==> src/rtl/vc_fifo_if.sv <==
// Handshake bundle for the virtual-channel input buffer: shared write port, per-VC FWFT read ports.
// Latency and backpressure are defined by vc_fifo; this file only groups the wires.
// master = router-side producer/consumer, slave = the buffer itself.
interface vc_fifo_if #(
    parameter int DATA_WIDTH = 32,
    parameter int ADDR_WIDTH = 2,
    parameter int NUM_VC     = 2
);
    localparam int VC_W = (NUM_VC > 1) ? $clog2(NUM_VC) : 1;

    logic                             in_valid;
    logic [VC_W-1:0]                  in_vc;
    logic [DATA_WIDTH-1:0]            in_data;
    logic                             in_ready;
    logic [NUM_VC-1:0]                out_valid;
    logic [NUM_VC*DATA_WIDTH-1:0]     out_data;
    logic [NUM_VC-1:0]                out_ready;
    logic [NUM_VC-1:0]                full;
    logic [NUM_VC-1:0]                afull;
    logic [NUM_VC*(ADDR_WIDTH+1)-1:0] count;
    logic                             err_clr;
    logic [NUM_VC-1:0]                err_ovf;
    logic [NUM_VC-1:0]                err_udf;

    modport master (
        output in_valid, in_vc, in_data, out_ready, err_clr,
        input  in_ready, out_valid, out_data, full, afull, count, err_ovf, err_udf
    );

    modport slave (
        input  in_valid, in_vc, in_data, out_ready, err_clr,
        output in_ready, out_valid, out_data, full, afull, count, err_ovf, err_udf
    );
endinterface

==> src/rtl/vc_fifo.sv <==
// NUM_VC circular FWFT FIFOs behind one VC-steered write port; sticky error flags under VC_FIFO_ERR_EN.
// Latency: write visible at the head one cycle after the edge, no bypass from in_data.
// Backpressure: in_ready drops when the addressed VC is full or the tag is out of range.
module vc_fifo #(
    parameter int DATA_WIDTH   = 32,
    parameter int ADDR_WIDTH   = 2,
    parameter int NUM_VC       = 2,
    parameter int AFULL_THRESH = 3
) (
    input  logic       clk,
    input  logic       rst,
    vc_fifo_if.slave   bus
);
    localparam int VC_W  = (NUM_VC > 1) ? $clog2(NUM_VC) : 1;
    localparam int DEPTH = 1 << ADDR_WIDTH;
    localparam int PW    = ADDR_WIDTH + 1;
    localparam logic [PW-1:0]   AF_L     = PW'(AFULL_THRESH);
    localparam logic [VC_W:0]   NUM_VC_L = (VC_W + 1)'(NUM_VC);

    logic [PW-1:0]         wr_ptr_q [NUM_VC];
    logic [PW-1:0]         wr_ptr_d [NUM_VC];
    logic [PW-1:0]         rd_ptr_q [NUM_VC];
    logic [PW-1:0]         rd_ptr_d [NUM_VC];
    logic [DATA_WIDTH-1:0] mem_q    [NUM_VC][DEPTH];

    logic [PW-1:0]         cnt_w    [NUM_VC];
    logic [NUM_VC-1:0]     full_w;
    logic [NUM_VC-1:0]     empty_w;
    logic [NUM_VC-1:0]     afull_w;
    logic [NUM_VC-1:0]     push_w;
    logic [NUM_VC-1:0]     pop_w;
    logic                  vc_ok;
    logic                  sel_full;
    logic                  in_ready_w;
    logic [NUM_VC*DATA_WIDTH-1:0] out_data_w;
    logic [NUM_VC*PW-1:0]  count_w;

    // Status is derived only from registered pointers, so every flag is 0 in reset.
    always_comb begin
        for (int v = 0; v < NUM_VC; v++) begin
            cnt_w[v]   = wr_ptr_q[v] - rd_ptr_q[v];
            empty_w[v] = (wr_ptr_q[v] == rd_ptr_q[v]);
            full_w[v]  = (wr_ptr_q[v][PW-1] != rd_ptr_q[v][PW-1]) &&
                         (wr_ptr_q[v][ADDR_WIDTH-1:0] == rd_ptr_q[v][ADDR_WIDTH-1:0]);
            afull_w[v] = (cnt_w[v] >= AF_L);
        end
    end

    // in_ready looks at the pre-edge pointers, so a pop cannot make room for a same-cycle write.
    always_comb begin
        vc_ok    = ({1'b0, bus.in_vc} < NUM_VC_L);
        sel_full = 1'b0;
        for (int v = 0; v < NUM_VC; v++) begin
            if (bus.in_vc == VC_W'(v)) sel_full = full_w[v];
        end
        in_ready_w = vc_ok && !sel_full;
        for (int v = 0; v < NUM_VC; v++) begin
            push_w[v]   = bus.in_valid && in_ready_w && (bus.in_vc == VC_W'(v));
            pop_w[v]    = !empty_w[v] && bus.out_ready[v];
            wr_ptr_d[v] = wr_ptr_q[v] + PW'(push_w[v]);
            rd_ptr_d[v] = rd_ptr_q[v] + PW'(pop_w[v]);
        end
    end

    always_comb begin
        out_data_w = '0;
        count_w    = '0;
        for (int v = 0; v < NUM_VC; v++) begin
            if (!empty_w[v])
                out_data_w[v*DATA_WIDTH +: DATA_WIDTH] = mem_q[v][rd_ptr_q[v][ADDR_WIDTH-1:0]];
            count_w[v*PW +: PW] = cnt_w[v];
        end
    end

    always_ff @(posedge clk or posedge rst) begin
        if (rst) begin
            for (int v = 0; v < NUM_VC; v++) begin
                wr_ptr_q[v] <= '0;
                rd_ptr_q[v] <= '0;
            end
        end else begin
            for (int v = 0; v < NUM_VC; v++) begin
                wr_ptr_q[v] <= wr_ptr_d[v];
                rd_ptr_q[v] <= rd_ptr_d[v];
            end
        end
    end

    // Storage is deliberately unreset; empty pointers mask stale contents.
    always_ff @(posedge clk) begin
        for (int v = 0; v < NUM_VC; v++) begin
            if (push_w[v]) mem_q[v][wr_ptr_q[v][ADDR_WIDTH-1:0]] <= bus.in_data;
        end
    end

    assign bus.in_ready  = in_ready_w;
    assign bus.out_valid = ~empty_w;
    assign bus.out_data  = out_data_w;
    assign bus.full      = full_w;
    assign bus.afull     = afull_w;
    assign bus.count     = count_w;

`ifdef VC_FIFO_ERR_EN
    logic [NUM_VC-1:0] err_ovf_q, err_ovf_d;
    logic [NUM_VC-1:0] err_udf_q, err_udf_d;
    logic [NUM_VC-1:0] set_ovf_w, set_udf_w;

    // A set in the same cycle as err_clr must survive, so clear first and OR the set on top.
    always_comb begin
        for (int v = 0; v < NUM_VC; v++) begin
            set_ovf_w[v] = bus.in_valid && (bus.in_vc == VC_W'(v)) && full_w[v];
            set_udf_w[v] = bus.out_ready[v] && empty_w[v];
        end
        set_ovf_w[0] = set_ovf_w[0] || (bus.in_valid && !vc_ok);
        err_ovf_d    = (bus.err_clr ? '0 : err_ovf_q) | set_ovf_w;
        err_udf_d    = (bus.err_clr ? '0 : err_udf_q) | set_udf_w;
    end

    always_ff @(posedge clk or posedge rst) begin
        if (rst) begin
            err_ovf_q <= '0;
            err_udf_q <= '0;
        end else begin
            err_ovf_q <= err_ovf_d;
            err_udf_q <= err_udf_d;
        end
    end

    assign bus.err_ovf = err_ovf_q;
    assign bus.err_udf = err_udf_q;
`else
    logic unused_err_clr;
    assign unused_err_clr = bus.err_clr;
    assign bus.err_ovf    = '0;
    assign bus.err_udf    = '0;
`endif
endmodule

==> src/flat_wrapper.sv <==
// flat-port wrapper written by rule: the top's interface ports become plain ports
module vc_fifo_flat 
#(
    parameter int DATA_WIDTH   = 32,
    parameter int ADDR_WIDTH   = 2,
    parameter int NUM_VC       = 2,
    parameter int AFULL_THRESH = 3
)
  (clk, rst, bus_in_valid, bus_in_vc, bus_in_data, bus_out_ready, bus_err_clr, bus_in_ready, bus_out_valid, bus_out_data, bus_full, bus_afull, bus_count, bus_err_ovf, bus_err_udf);
  vc_fifo_if #(.DATA_WIDTH(DATA_WIDTH), .ADDR_WIDTH(ADDR_WIDTH), .NUM_VC(NUM_VC)) bus_i ();
  input  logic clk;
  input  logic rst;
  input wire logic [$bits(bus_i.in_valid)-1:0] bus_in_valid;
  input wire logic [$bits(bus_i.in_vc)-1:0] bus_in_vc;
  input wire logic [$bits(bus_i.in_data)-1:0] bus_in_data;
  input wire logic [$bits(bus_i.out_ready)-1:0] bus_out_ready;
  input wire logic [$bits(bus_i.err_clr)-1:0] bus_err_clr;
  output wire logic [$bits(bus_i.in_ready)-1:0] bus_in_ready;
  output wire logic [$bits(bus_i.out_valid)-1:0] bus_out_valid;
  output wire logic [$bits(bus_i.out_data)-1:0] bus_out_data;
  output wire logic [$bits(bus_i.full)-1:0] bus_full;
  output wire logic [$bits(bus_i.afull)-1:0] bus_afull;
  output wire logic [$bits(bus_i.count)-1:0] bus_count;
  output wire logic [$bits(bus_i.err_ovf)-1:0] bus_err_ovf;
  output wire logic [$bits(bus_i.err_udf)-1:0] bus_err_udf;
  assign bus_i.in_valid = bus_in_valid;
  assign bus_i.in_vc = bus_in_vc;
  assign bus_i.in_data = bus_in_data;
  assign bus_i.out_ready = bus_out_ready;
  assign bus_i.err_clr = bus_err_clr;
  assign bus_in_ready = bus_i.in_ready;
  assign bus_out_valid = bus_i.out_valid;
  assign bus_out_data = bus_i.out_data;
  assign bus_full = bus_i.full;
  assign bus_afull = bus_i.afull;
  assign bus_count = bus_i.count;
  assign bus_err_ovf = bus_i.err_ovf;
  assign bus_err_udf = bus_i.err_udf;
  vc_fifo #(.DATA_WIDTH(DATA_WIDTH), .ADDR_WIDTH(ADDR_WIDTH), .NUM_VC(NUM_VC), .AFULL_THRESH(AFULL_THRESH)) u_core (.clk(clk), .rst(rst), .bus(bus_i));
endmodule
==> config.mk <==
export PLATFORM = sky130hd
export DESIGN_NAME = vc_fifo_flat
export DESIGN_NICKNAME = d
export VERILOG_FILES = /design/src/rtl/vc_fifo_if.sv /design/src/rtl/vc_fifo.sv /design/src/flat_wrapper.sv
export SDC_FILE = /design/constraint.sdc
export NUM_CORES = 1
export LEC_CHECK = 0
export ABC_AREA = 1
export BUFFER_PORTS_ARGS = -buffer_cell sky130_fd_sc_hd__buf_2
export CORE_MARGIN = 2
export CORE_UTILIZATION = 55
export DETAILED_ROUTE_END_ITERATION = 10
export PLACE_DENSITY = 0.86
export SLEW_MARGIN = 20
export SYNTH_ARGS = -nofsm -noshare
export SYNTH_HDL_FRONTEND = slang
export SYNTH_SLANG_ARGS = --single-unit
==> constraint.sdc <==
create_clock -name clk -period 9.85 [get_ports clk]
set_clock_uncertainty 0.05 [all_clocks]
set_input_delay 1.97 -clock clk [delete_from_list [all_inputs] [get_ports clk]]
set_output_delay 1.97 -clock clk [all_outputs]
set_load 0.1 [all_outputs]
==> results of run 1 <==
## kinds of logic (layout without fill, tap and decap cells)
group | after synthesis | in the layout | synth area share
adders and majority gates | 14 | 14 | 0.0166
other | 1 | 4 | 0.000326
xor gates and xnor gates | 4 | 4 | 0.00305
DFF | 268 | 268 | 0.695
buffers and inverters | 206 | 323 | 0.0800
AOI/OAI and AO/OA | 64 | 64 | 0.0311
and+or+nand+nor | 497 | 497 | 0.174
## worst paths after layout
check	startpoint	endpoint	slack, ps	cells after the start
worst max register to register	u_core.rd_ptr_q[0]	u_core.mem_q[0][204]	6330	7
worst max-delay path	u_core.rd_ptr_q[0]	bus_out_data[37]	4180	6
worst min register to register	u_core.wr_ptr_q[5]	u_core.wr_ptr_q[5]	470	1
min in group asynchronous	rst	u_core.rd_ptr_q[5]	1410	2
worst min-delay path	u_core.wr_ptr_q[5]	u_core.wr_ptr_q[5]	470	1
max in group asynchronous	rst	u_core.rd_ptr_q[3]	8000	2
## critical path, delay by kind of cell, from the launching register on
kind	cells	cell delay (ps)
DFF	1	340
and+or+nand+nor	2	400
buffers and inverters	3	2070
AOI/OAI and AO/OA	1	260
## routing by layer
| layer | wire length (um) | share of wire | vias to the layer above |
|---|---|---|---|
| met3 | 1990 | 0.080 | 44 |
| li1 | - | - | 3584 |
| met4 | 606 | 0.024 | 0 |
| met5 | 0 | 0 | - |
| met1 | 9540 | 0.38 | 3641 |
| met2 | 12700 | 0.51 | 352 |
## synthesized netlist by cell type
master / count / area, um^2
sky130_fd_sc_hd__inv_2: 6 / 22.5
sky130_fd_sc_hd__nand2_1: 411 / 1540
sky130_fd_sc_hd__buf_2: 21 / 105
sky130_fd_sc_hd__conb_1: 1 / 3.75
sky130_fd_sc_hd__inv_1: 150 / 563
sky130_fd_sc_hd__ha_1: 12 / 150
sky130_fd_sc_hd__fa_1: 2 / 40.0
sky130_fd_sc_hd__nand2_2: 2 / 12.5
sky130_fd_sc_hd__edfxtp_1: 256 / 7690
sky130_fd_sc_hd__a21oi_2: 10 / 87.6
sky130_fd_sc_hd__buf_8: 1 / 15.0
sky130_fd_sc_hd__a21oi_1: 54 / 270
sky130_fd_sc_hd__buf_4: 9 / 67.6
sky130_fd_sc_hd__nor2_1: 10 / 37.5
sky130_fd_sc_hd__clkbuf_1: 9 / 33.8
sky130_fd_sc_hd__dfrtp_1: 12 / 300
sky130_fd_sc_hd__nor2_8: 2 / 40.0
sky130_fd_sc_hd__or2_1: 2 / 12.5
sky130_fd_sc_hd__xor2_1: 4 / 35.0
sky130_fd_sc_hd__buf_6: 10 / 113
sky130_fd_sc_hd__nand3_1: 70 / 350
## through the flow
stage	setup WS, ps	cell area, um^2	utilization	cells
6_report	4180	13100	0.641	1444
5_1_grt	3950	13100	0.641	1444
4_1_cts	4510	13000	0.638	1442
3_5_place_dp	5100	12200	0.598	1395
3_3_place_gp	5180	12200	0.598	1395
2_1_floorplan	5020	11500	-	1057
## flip-flops by register name (all words and copies together), names as in the netlist
signal	flops
u_core.wr_ptr_q	6
u_core.mem_q	256
u_core.rd_ptr_q	6
## layout make-up
| cell class | count | area [um^2] |
|---|---|---|
| clock buffer | 32 | 704 |
| clock inverter | 15 | 126 |
| fill | 1393 | 7310 |
| inverter | 156 | 588 |
| multi-input combinational | 583 | 2650 |
| sequential | 268 | 7990 |
| tap | 270 | 338 |
| timing repair buffer | 120 | 656 |
## cells in the final DEF (no fill, tap or decap), drive strengths merged, types with 13 or more instances in the layout
cell,n
nand2,413
edfxtp,256
inv,154
clkinv,13
buf,120
a21oi,64
nand3,70
clkbuf,32
==> summary.log, run 1 <==
[run_status] status complete, no violations
[worst_setup_path] cell with the largest stage delay on the worst path sky130_fd_sc_hd__clkinv_2
[cells_and_area] antenna diode count 0
[die] Total Die Area 22,100 um^2
[hold_path] Tightest Hold Check Type flip-flop to flip-flop
[grt] global-route met2 utilization 0.398
[drt] detailed-router iteration count before antenna repair 7
[placement] detailed placer's ending HPWL 13.9 mm
[drt] remaining antenna violation count 0
[drt] Routed WL 24.8 mm
[cells_and_area] nets 1,208
[die] width of the chip 149 um
[worst_setup_path] data required time at the worst endpoint 7830 ps
[drt] total DRC errors in the routed layout 0
[die] site row count 52
[grt] initial antenna violation count 0
[worst_setup_path] CP arrival 3650 ps
[clocking] clock tree from TritonCTS built
[placement] RD Place Congestion 0.756
[clocking] number of buffers between clock root and the deepest sink 3
[clocking] Clk pin slew, worst setup/hold paths 60 ps
[clocking] number of hold buffers added after cts 0
[grt] Global Route Usage Sum 0.225
[placement] PortBufs 114
[timing] worst slew pin tran 1110 ps
[timing] Hold Vio Cnt, Final 0
[clocking] H-tree depth 1
[grt] met3 track demand over resource 0.0294
[drt] DRC marker count from the first detailed-route iteration 675
[synthesis] post-synthesis instance area 11,500 um^2
[job] number of max-cap violations 0
[die] Initial Utilization 0.564
[clocking] Root Buffer Master sky130_fd_sc_hd__clkbuf_16
[worst_setup_path] ordered cell list for the critical path buf_4 -> clkinv_2 -> nand2_1 -> nand3_1 -> a21oi_2 -> buf_2
[clocking] clock latency of the later-clocked register in the worst-skew pair 520 ps
[grt] first-pass GRT wire length 38.9 mm
[synthesis] part of the Yosys area used for sequential elements 0.695
[drt] average wire per standard cell 17.2 um
[worst_setup_path] worst-path fanout max 67
[clocking] number of clock sinks 268
[timing] fin crit share 0.575
[timing] final critical-path required period 5670 ps
[grt] via count of the first global-routing pass 7,723
[worst_setup_path] element type at the critical path start flip-flop
[timing] worst hold slack 473 ps
[timing] Slew HR 0.260
[clocking] number of gates given a new drive strength after cts 0
[synthesis] post-synthesis register bit count 268
[cells_and_area] layout-stage area growth over the synthesis result 13.6%
[timing] final number of max-transition violations 0
[synthesis] synthesis warning total 0
[synthesis] number of distinct library cell variants in the gate-level netlist after synthesis 21
[timing] upper clock frequency limit 176 MHz
[die] Boundary Pins 120
[drt] via density per instance 5.28
[clocking] Num CTS Buffers 26
[timing] unrepaired setup endpoints after global routing no
[worst_setup_path] slowest cell delay on critical path 1010 ps
[die] area of the core 20,400 um^2
[synthesis] cell count after synthesis 1,054
[cells_and_area] proportion of layout cells with a drive suffix above 1 0.162
[timing] setup tns final 0 ps
[synthesis] mean area per synthesized cell 10.9 um^2
[grt] met1 Usage GRT 0.286
[worst_setup_path] Critical Path Sink Type primary output
[grt] maximum number of pins on one net before global-route repair 68
[worst_setup_path] startpoint-to-endpoint class of the critical path flip-flop to primary output
[clocking] Post-CTS Setup Bufs 0
[drt] via total after detailed routing 7,621
[timing] Finish-stage setup viols 0
[grt] routing layer with the top usage in global route met2
[die] die height 149 um
[grt] sum of overflow across all layers after global routing 0
Power of run 1 is left out: the tool's default activity adds up to more than one toggle a clock period on the data nets, which glitch-free logic cannot reach.
==> run 2, diff against run 1 <==
- clock period: 9.85 -> 5.5 ns (I/O delays scaled with it)
==> run 2 against run 1 <==
  * Cell count about the same
  * Flip-flop and latch count did not move
  * Worst hold slack improved by 21 ps
  * Setup slack got worse by 2800 ps
  * Core utilization increased by 0.055 points
  * Non-clock buffer count up 1
  * Count of clock-buffer cells in the layout decreased by 2
  * Critical path depth unchanged
  * First-iteration DRC count shrank 3.6%
  * Largest cell class unchanged
==> summary.log, run 2 (same netlist as run 1, synthesis figures left out) <==
[timing] setup tns final 0 ps [unchanged]
[cells_and_area] proportion of layout cells with a drive suffix above 1 0.160 [-0.00184]
[worst_setup_path] worst reg2reg startpoint u_core.rd_ptr_q[3]
[die] width of the chip 149 um [unchanged]
[drt] total DRC errors in the routed layout 0 [unchanged]
[clocking] number of buffers between clock root and the deepest sink 3 [unchanged]
[clocking] Root Buffer Master sky130_fd_sc_hd__clkbuf_16
[job] number of max-cap violations 0 [unchanged]
[timing] Hold Vio Cnt, Final 0 [unchanged]
[worst_setup_path] element type at the critical path start flip-flop
[placement] detailed placer's ending HPWL 13.5 mm [-3.0%]
[grt] first-pass GRT wire length 37.8 mm [-3.0%]
[timing] Finish-stage setup viols 0 [unchanged]
[clocking] clock latency of the later-clocked register in the worst-skew pair 520 ps [about the same]
[cells_and_area] flip-flop count of the largest register, all copies and words added 256 [unchanged]
[grt] Global Route Usage Sum 0.219 [-0.00612]
[timing] final number of max-transition violations 0 [unchanged]
[grt] maximum number of pins on one net before global-route repair 67 [-1.5%]
[clocking] H-tree depth 1 [unchanged]
[die] Initial Utilization 0.564 [unchanged]
[grt] sum of overflow across all layers after global routing 0 [unchanged]
[placement] RD Place Congestion 0.726 [-4.0%]
[timing] final critical-path required period 4150 ps
[timing] worst hold slack 494 ps [+20.6 ps]
[worst_setup_path] number of cells traversed by the worst register-to-register path 7 [unchanged]
[drt] Routed WL 24.5 mm [-1.5%]
[cells_and_area] commonest non-fill, non-tap cell in the layout sky130_fd_sc_hd__nand2_1
[hold_path] startpoint of the most critical hold path u_core.wr_ptr_q[5]
[die] Boundary Pins 120 [unchanged]
[cells_and_area] nets 1,209 [+0.083%]
[grt] via count of the first global-routing pass 7,450 [-3.5%]
[drt] via total after detailed routing 7,608 [-0.17%]
[placement] instance area at placement 12,200 um^2 [about the same]
[drt] remaining antenna violation count 0 [unchanged]
[clocking] Clk pin slew, worst setup/hold paths 70 ps [about the same]
[timing] upper clock frequency limit 241 MHz
[clocking] number of gates given a new drive strength after cts 0 [unchanged]
[worst_setup_path] worst-path fanout max 66 [-1.5%]
[clocking] clock tree from TritonCTS built
[cells_and_area] antenna diode count 0 [unchanged]
[cells_and_area] layout-stage area growth over the synthesis result 13.7% [about the same]
[clocking] Num CTS Buffers 26 [unchanged]
[worst_setup_path] CP arrival 3000 ps [-650 ps]
[grt] initial antenna violation count 0 [unchanged]
[drt] DRC marker count from the first detailed-route iteration 651 [-3.6%]
[timing] Slew HR 0.272 [+0.0123]
[run_status] status complete, no violations
[placement] PortBufs 114 [unchanged]
[die] area of the core 20,400 um^2 [unchanged]
[worst_setup_path] data required time at the worst endpoint 4350 ps [-3480 ps]
[timing] fin crit share 0.755
[drt] average wire per standard cell 16.9 um [-1.6%]
[clocking] Post-CTS Setup Bufs 0 [unchanged]
[timing] worst slew pin tran 1090 ps [-18.5 ps]
[cells_and_area] final standard cell area without fillers 13,100 um^2 [about the same]
[hold_path] hold-critical path depth 1 [unchanged]
[cells_and_area] top library cells by usage in the layout, fill and taps aside sky130_fd_sc_hd__nand2_1, sky130_fd_sc_hd__edfxtp_1, sky130_fd_sc_hd__inv_1
[timing] unrepaired setup endpoints after global routing no
[die] Total Die Area 22,100 um^2 [unchanged]
[die] die height 149 um [unchanged]
[worst_setup_path] Critical Path Sink Type primary output
[hold_path] Tightest Hold Check Type flip-flop to flip-flop
[clocking] number of clock sinks 268 [unchanged]
[clocking] number of hold buffers added after cts 0 [unchanged]
[worst_setup_path] startpoint-to-endpoint class of the critical path flip-flop to primary output
[drt] via density per instance 5.27 [-0.24%]
[drt] detailed-router iteration count before antenna repair 5 [-2]
[die] site row count 52 [unchanged]
[worst_setup_path] timing startpoint of the critical path u_core.rd_ptr_q[3]
-- run 2: per-stage QoR --
stage / setup WS, ps / util / std cells
6_report: 1350 / 0.642 / 1445
3_3_place_gp: 1930 / 0.598 / 1396
5_1_grt: 1130 / 0.642 / 1445
3_5_place_dp: 1880 / 0.598 / 1396
2_1_floorplan: 1540 / - / 1057
4_1_cts: 1300 / 0.639 / 1443
-- run 2: worst paths after layout --
| path | endpoint | slack [ps] |
|---|---|---|
| worst max-delay path | bus_out_data[16] | 1350 |
| worst min-delay path | u_core.wr_ptr_q[5] | 490 |
| worst max register to register | u_core.mem_q[0][83] | 2000 |
| worst min register to register | u_core.wr_ptr_q[5] | 490 |
| max in group asynchronous | u_core.rd_ptr_q[0] | 4520 |
| min in group asynchronous | u_core.rd_ptr_q[5] | 530 |
-- run 2: layout make-up --
type,count,area [um^2]
sequential,268,7990
fill,1429,7300
multi-input combinational,583,2650
clock buffer,30,687
timing repair buffer,121,663
inverter,156,587
tap,270,338
clock inverter,17,149
-- run 2: critical path, cell delays in order (launching register included) --
cell                      delay [ps]
sky130_fd_sc_hd__dfrtp_2         380
sky130_fd_sc_hd__buf_4           590
sky130_fd_sc_hd__ha_1            370
sky130_fd_sc_hd__nand2_1         180
sky130_fd_sc_hd__nor2_8          160
sky130_fd_sc_hd__a21oi_1         290
sky130_fd_sc_hd__buf_2           490
-- run 2: per-layer routing --
layer | routed length (um) | track usage | part of all wire
met5 | 0 | 0 | 0
met4 | 759 | 0.0810 | 0.031
met3 | 1480 | 0.0233 | 0.061
met2 | 12300 | 0.384 | 0.50
met1 | 9890 | 0.284 | 0.40
Power of run 2 is left out for the same reason.
